File: config.mk
export PLATFORM = sky130hd
export DESIGN_NAME = instr_fetch_unit
export DESIGN_NICKNAME = d
export VERILOG_FILES = /design/src/rtl/instr_fetch_unit.sv
export SDC_FILE = /design/constraint.sdc
export NUM_CORES = 1
export LEC_CHECK = 0
export ABC_AREA = 1
export BUFFER_PORTS_ARGS = -buffer_cell sky130_fd_sc_hd__buf_4
export CORE_MARGIN = 1.5
export CORE_UTILIZATION = 60
export CTS_CLUSTER_SIZE = 10
export DETAILED_ROUTE_END_ITERATION = 16
export PLACE_DENSITY = 0.86
export SYNTH_ARGS = -nofsm -noshare
export SYNTH_HDL_FRONTEND = slang
export SYNTH_SLANG_ARGS = --single-unit
File: constraint.sdc
create_clock -name clk -period 11.23 [get_ports clk]
set_input_delay 0.5615 -clock clk [delete_from_list [all_inputs] [get_ports clk]]
set_output_delay 0.5615 -clock clk [all_outputs]
set_load 0.02 [all_outputs]
File: src/rtl/instr_fetch_unit.sv
// Instruction fetch stage: single-outstanding req/ack fetch from instruction
// memory, a one-entry skid for words that arrive while decode is stalled,
// and the IF/ID pipeline register. Redirects kill in-flight fetches and
// flush IF/ID.
module instr_fetch_unit #(
  parameter int ADDR_W = 32,
  parameter int DATA_W = 32
) (
  input  logic              clk,
  input  logic              reset,
  input  logic [ADDR_W-1:0] PC_IF,
  input  logic              j_br,
  output logic              stall,
  output logic              imem_req,
  output logic [ADDR_W-1:0] imem_addr,
  input  logic              imem_ack,
  input  logic [DATA_W-1:0] imem_rdata,
  input  logic              stall_ID,
  output logic              valid_ID,
  output logic [DATA_W-1:0] instr_ID,
  output logic [ADDR_W-1:0] PC_ID
);

  typedef enum logic [1:0] {IDLE, REQ, WAIT, HOLD} state_t;

  state_t              state_q, state_d;
  logic [ADDR_W-1:0]   req_addr_q, req_addr_d;
  logic                kill_q, kill_d;
  logic [DATA_W-1:0]   skid_instr_q, skid_instr_d;
  logic [ADDR_W-1:0]   skid_pc_q, skid_pc_d;
  logic                valid_q, valid_d;
  logic [DATA_W-1:0]   instr_q, instr_d;
  logic [ADDR_W-1:0]   pc_q, pc_d;

  logic                out_free;
  logic                commit;
  logic [DATA_W-1:0]   ld_instr;
  logic [ADDR_W-1:0]   ld_pc;

  assign out_free = !valid_q || !stall_ID;

  // Fetch FSM: next state, memory request outputs and the commit decision.
  always_comb begin
    state_d      = state_q;
    req_addr_d   = req_addr_q;
    kill_d       = kill_q;
    skid_instr_d = skid_instr_q;
    skid_pc_d    = skid_pc_q;
    imem_req     = 1'b0;
    imem_addr    = '0;
    commit       = 1'b0;
    ld_instr     = skid_instr_q;
    ld_pc        = skid_pc_q;
    case (state_q)
      IDLE: begin
        state_d = REQ;
      end
      REQ: begin
        imem_req   = 1'b1;
        imem_addr  = PC_IF;
        req_addr_d = PC_IF;
        if (imem_ack) begin
          // An ack coinciding with a redirect is simply dropped; the PC
          // already points at the target, so REQ re-issues from there.
          if (!j_br) begin
            if (out_free) begin
              commit   = 1'b1;
              ld_instr = imem_rdata;
              ld_pc    = PC_IF;
            end else begin
              skid_instr_d = imem_rdata;
              skid_pc_d    = PC_IF;
              state_d      = HOLD;
            end
          end
        end else begin
          kill_d  = j_br;
          state_d = WAIT;
        end
      end
      WAIT: begin
        imem_req  = 1'b1;
        imem_addr = req_addr_q;
        if (!imem_ack) begin
          kill_d = kill_q || j_br;
        end else if (kill_q || j_br) begin
          kill_d  = 1'b0;
          state_d = REQ;
        end else if (out_free) begin
          commit   = 1'b1;
          ld_instr = imem_rdata;
          ld_pc    = req_addr_q;
          state_d  = REQ;
        end else begin
          skid_instr_d = imem_rdata;
          skid_pc_d    = req_addr_q;
          state_d      = HOLD;
        end
      end
      HOLD: begin
        if (j_br) begin
          state_d = REQ;
        end else if (out_free) begin
          commit  = 1'b1;
          state_d = REQ;
        end
      end
      default: begin
        state_d = IDLE;
      end
    endcase
    stall = !commit;
  end

  // IF/ID register: flush on redirect, hold on decode stall, else take commit.
  always_comb begin
    valid_d = valid_q;
    instr_d = instr_q;
    pc_d    = pc_q;
    if (j_br) begin
      valid_d = 1'b0;
    end else if (stall_ID && valid_q) begin
      valid_d = 1'b1;
    end else if (commit) begin
      valid_d = 1'b1;
      instr_d = ld_instr;
      pc_d    = ld_pc;
    end else begin
      valid_d = 1'b0;
    end
  end

  // State and register update; reset abandons any transaction in flight.
  always_ff @(posedge clk or posedge reset) begin
    if (reset) begin
      state_q      <= IDLE;
      req_addr_q   <= '0;
      kill_q       <= 1'b0;
      skid_instr_q <= '0;
      skid_pc_q    <= '0;
      valid_q      <= 1'b0;
      instr_q      <= '0;
      pc_q         <= '0;
    end else begin
      state_q      <= state_d;
      req_addr_q   <= req_addr_d;
      kill_q       <= kill_d;
      skid_instr_q <= skid_instr_d;
      skid_pc_q    <= skid_pc_d;
      valid_q      <= valid_d;
      instr_q      <= instr_d;
      pc_q         <= pc_d;
    end
  end

  assign valid_ID = valid_q;
  assign instr_ID = instr_q;
  assign PC_ID    = pc_q;

endmodule
# Word-level counts from Yosys, hierarchy flattened
# Index checks and enable logic that the tools add are counted.
# op_classes
eq_ne,14
mux,48
bitwise,2
n_reduce_logical,14
# op_table
cell,n
32-bit 2-to-1 mux,20
32-bit one-hot mux with 2 select lines,5
2-bit 2-to-1 mux,8
2-bit != test (second input constant),7
1-bit 2-to-1 mux,12
3-bit != test (second input constant),4
2-bit one-hot mux with 4 select lines,1
7-bit AND reduction,1
3-bit AND reduction,2
5-bit AND reduction,1
2-bit == test (second input constant),2
4-bit AND reduction,1
1-bit logical NOT,3
1-bit one-hot mux with 3 select lines,1
2-bit by 1-bit == test with 1-bit output (second input constant),1
2-bit logical NOT,1
1-bit logical OR,2
1-bit inverter,2
1-bit one-hot mux with 2 select lines,1
2-bit nonzero test,1
2-bit OR reduction,1
1-bit logical AND,1
# word_totals
ff_bits,164
inputBits,69
out_inout_bits,99
word_cells,86

# Longest topological paths before layout
# logic_depth
depth_word,9
ltp_mapped,12
mapped_depth_nobuf,10

# Worst setup path before layout
# OpenSTA, ideal clock, no wires.
# synth_timing
path_kind,reg2out
start,reg state_q[0]
end,out imem_addr[10]
arrival_time_ns,1.888
t_required_ns,10.668
path_slack_ns,8.780
path_stages_with_launch,9
n_path_buf,4
path_cell_list,dfrtp_1 inv_1 ha_1 buf_2 inv_2 buf_2 buf_2 buf_1 a21oi_1
# synth_between
elab_chain_len,2
elab_cells_between_ends,3
cone_classes,eq/ne (2); mux (1)
# synth_lines
element,line_no,rtl
from (decl),26,"state_t state_q, state_d;"
from (signal assigned),145,state_q <= state_d;
2-bit == test / 2-bit by 1-bit == test with 1-bit output (equally long branches),54,case (state_q)
32-bit one-hot mux with 2 select lines (*),54,
to (decl),15,"output logic [ADDR_W-1:0] imem_addr,"
# Mark *: on every way between the ends. The rest lies on a longest branch, timed or not.

# Worst setup path after layout
# layout_timing
start,reg state_q[0]
end,out stall
# layout_between
elab_chain_len,3
elab_cells_between_ends,5
cone_classes,eq/ne (3); mux (1); reduce/logical (1)
# layout_lines
element,line_no,rtl
2-bit == test / 2-bit by 1-bit == test with 1-bit output (equally long branches),54,
1-bit one-hot mux with 3 select lines (*),54,
1-bit logical NOT (*),112,stall = !commit;
to (decl),13,"output logic stall,"
# Marks and branches as above.

==> reports/results.tsv <==
metric	value	unit
top layer reached by signal wires	met4	
number of max-cap violations	0	
mean routed wirelength per cell	14.8	um
measured slew at the worst slew-check pin	1.30	ns
worst-path cell chain	inv_1 > ha_2 > inv_2 > a21oi_1 > nand3_1 > nand2_1 > nand2_4 > buf_4 > buf_4	
die area	15300	um^2
Crit Path Class	reg2out	
vias in the first global route	7873	
Hold/Removal Path Class	in2async	
Critical-path top delay cell	ha_2	
Skew-Pair Late Insertion Delay	0.43	ns
I/O Buffers	167	
Syn Area/Cell	6.83	um^2
RSZ-0062 raised after global routing	no	
normalized max-slew margin	0.132	
overall via count from detail_route	8753	
non-filler cells in the finished layout	1595	
total track usage	0.312	
crit path DAT	3.95	ns
CP delay by family, top	buffers and inverters	
met2 WL	11200	um
outcome	finished clean	
row cnt	43	
first-pass detailed-route iteration total	6	
Mapped Area	8760	um^2
CP Capture Type	output port	
largest net degree at the start of global routing	89	
GRT overflow	0	
synth warn	0	
Int Power	1.76	mW
Root Driver	clkbuf_16	
first-pass GRT wire length	37300	um
Num CTS Buffers	17	
leakage power	6.10	nW
Logic pwr share	0.498	
clk_skew	0.00581	ns
clk sinks	164	
cts repair resizes	0	
IR drop worst, VDD	187	uV
Fin Hold WS	0.288	ns
CTS tree	yes	
antenna viol nets, final	0	
Final Wtd Congestion	0.865	
IO Count	168	
number of vias per cell	5.49	
Worst-path clk slew	0.06	ns
share of cells above drive strength 1	0.158	
sequential power share	0.306	
Cell variety after synth	21	
# fillers	1114	
Core Region	14000	um^2
hold buffer count at cts	0	
most used cell, CP	buf_4	
Die Wd	124	um
initial antenna violation count	0	
Bufs and invs on worst path	4	
Tcrit/Tclk final	0.401	
min cycle time layout	4.51	ns
max incr delay on CP	0.87	ns
footprint of the multi-input gates	3950	um^2
Starting Density	0.624	
number of placed instances, taps included	1563	
Tot Pwr	3.22	mW
fin. max-slew vios	0	
Die H	124	um
sequential-to-total area share from yosys stat	0.469	
pwr dens	305	nW/um^2
Setup-failing EPs final	0	
routed length on met3	2160	um
routed length on met1	9560	um
Fin. Hold Viols	0	
register bit total from synthesis	164	
Sum Neg Setup Slack	0	ns
# DRC	0	
top fanout value on the critical path	55	
Clock Power Share	0.197	
Worst EP required	10.67	ns
Psw	1.45	mW
H-tree Lvls	4	
Ant. Diodes	0	
Synthesized Nets	1355	
Layout Nets	1475	
fmax	222	MHz
Initial DRC Count	982	
crit start category	flop	
Layout area overhead	20.4	%
Final HPWL DP	13700	um
Synth Instances	1282	
postcts setup bufs	0	
Sw Share	0.452	
deepest clock path buffer count	2	
Sequential cell area	4100	um^2
Total Wirelength	23600	um
## sequential cells by signal (all words and copies together) (netlist names)
name	flops
PC_ID	32
instr_ID	32
kill_q	1
req_addr_q	32
skid_instr_q	32
skid_pc_q	32
state_q	2
valid_ID	1
## cell usage in the layout (no fill, tap or decap)
cell type,instances
clkinvlp_4,2
inv_4,1
nor2_8,1
nand2_2,6
clkbuf_16,17
o21ai_0,20
bufinv_16,4
clkinv_2,1
nor2_1,67
nand2_1,686
inv_1,78
inv_2,4
ha_2,3
clkbuf_8,3
inv_6,1
nand3_1,45
a21oi_1,67
o21ai_1,61
ha_1,1
nand2_4,1
buf_4,173
clkbuf_1,1
clkinv_4,4
dfrtp_1,164
a21oi_2,1
nand3_2,1
o22ai_1,2
## worst paths after layout
kind	from	end	slack, ns	cells after the start
max	state_q[0]	stall	6.72	9
min	reset	req_addr_q[23]	0.29	2
max reg2reg	valid_ID	instr_ID[31]	7.39	10
min reg2reg	req_addr_q[13]	req_addr_q[13]	0.47	2
max in group asynchronous	reset	skid_pc_q[11]	9.42	3
min in group clk	j_br	valid_ID	0.35	2
## metrics by stage
| stage | area (um^2) | utilization | worst slack (ns) |
|---|---|---|---|
| final | 10500 | 0.751 | 6.72 |
| after global routing | 10500 | 0.751 | 6.44 |
| after CTS | 10500 | 0.751 | 6.76 |
| after detailed placement | 9900 | 0.705 | 7.23 |
| after global placement | 9900 | 0.705 | 7.28 |
| after floorplan | 8760 | - | 6.24 |
## cell type report
class / instances / area share
clock buffers: 21 / 0.0446
clock inverters: 11 / 0.0166
inverters: 84 / 0.0306
multi-input cells: 962 / 0.375
flip-flops and latches: 164 / 0.389
well taps: 180 / 0.0214
repair buffers: 173 / 0.123
## power by group through the flow
stage	Combinational [mW]	Sequential (mW)	Clock, mW
floorplan	1.02	1.07	0
finish	1.60	0.983	0.633
detailed placement	1.57	0.985	0
global route	1.77	1.01	0.664
global placement	1.54	0.977	0
CTS	1.59	0.979	0.637
## cells by family (layout without fill, tap and decap cells)
group	after synthesis	after routing	share of synthesized area
buffers and inverters	156	289	0.0820
AO/OA/AOI/OAI	151	151	0.0870
flip-flops	164	164	0.469
AND/OR/NAND/NOR	807	807	0.357
adder cells (fa/ha/maj)	4	4	0.00571
## synth_stat cells
| master | count | share of area |
|---|---|---|
| dfrtp_1 | 164 | 0.47 |
| a21oi_1 | 67 | 0.038 |
| nand3_1 | 45 | 0.026 |
| nor2_1 | 67 | 0.029 |
| a21oi_2 | 1 | 0.0010 |
| nor2_8 | 1 | 0.0023 |
| inv_1 | 79 | 0.034 |
| nand2_2 | 7 | 0.0050 |
| ha_1 | 4 | 0.0057 |
| o21ai_0 | 20 | 0.011 |
| o21ai_1 | 61 | 0.035 |
| nand3_2 | 1 | 0.0011 |
| buf_1 | 7 | 0.0030 |
| inv_2 | 4 | 0.0017 |
| nand2_1 | 686 | 0.29 |
| inv_4 | 1 | 0.00071 |
| buf_6 | 8 | 0.010 |
| clkbuf_1 | 25 | 0.011 |
| o22ai_1 | 2 | 0.0014 |
| buf_4 | 12 | 0.010 |
| buf_2 | 20 | 0.011 |
## routing by layer
layer,up-vias,global-route usage
li1,4189,-
met1,4028,0.409
met2,474,0.506
met3,62,0.0646
met4,0,0.134
met5,-,0
## worst register-to-register path: cells and delay by family (launching register included)
family | cells | cell delay, ns
and+or+nand+nor | 9 | 3.17
buffers and inverters | 1 | 0.24
DFF | 1 | 0.36
No activity file was read; power rests on OpenSTA's default activity.
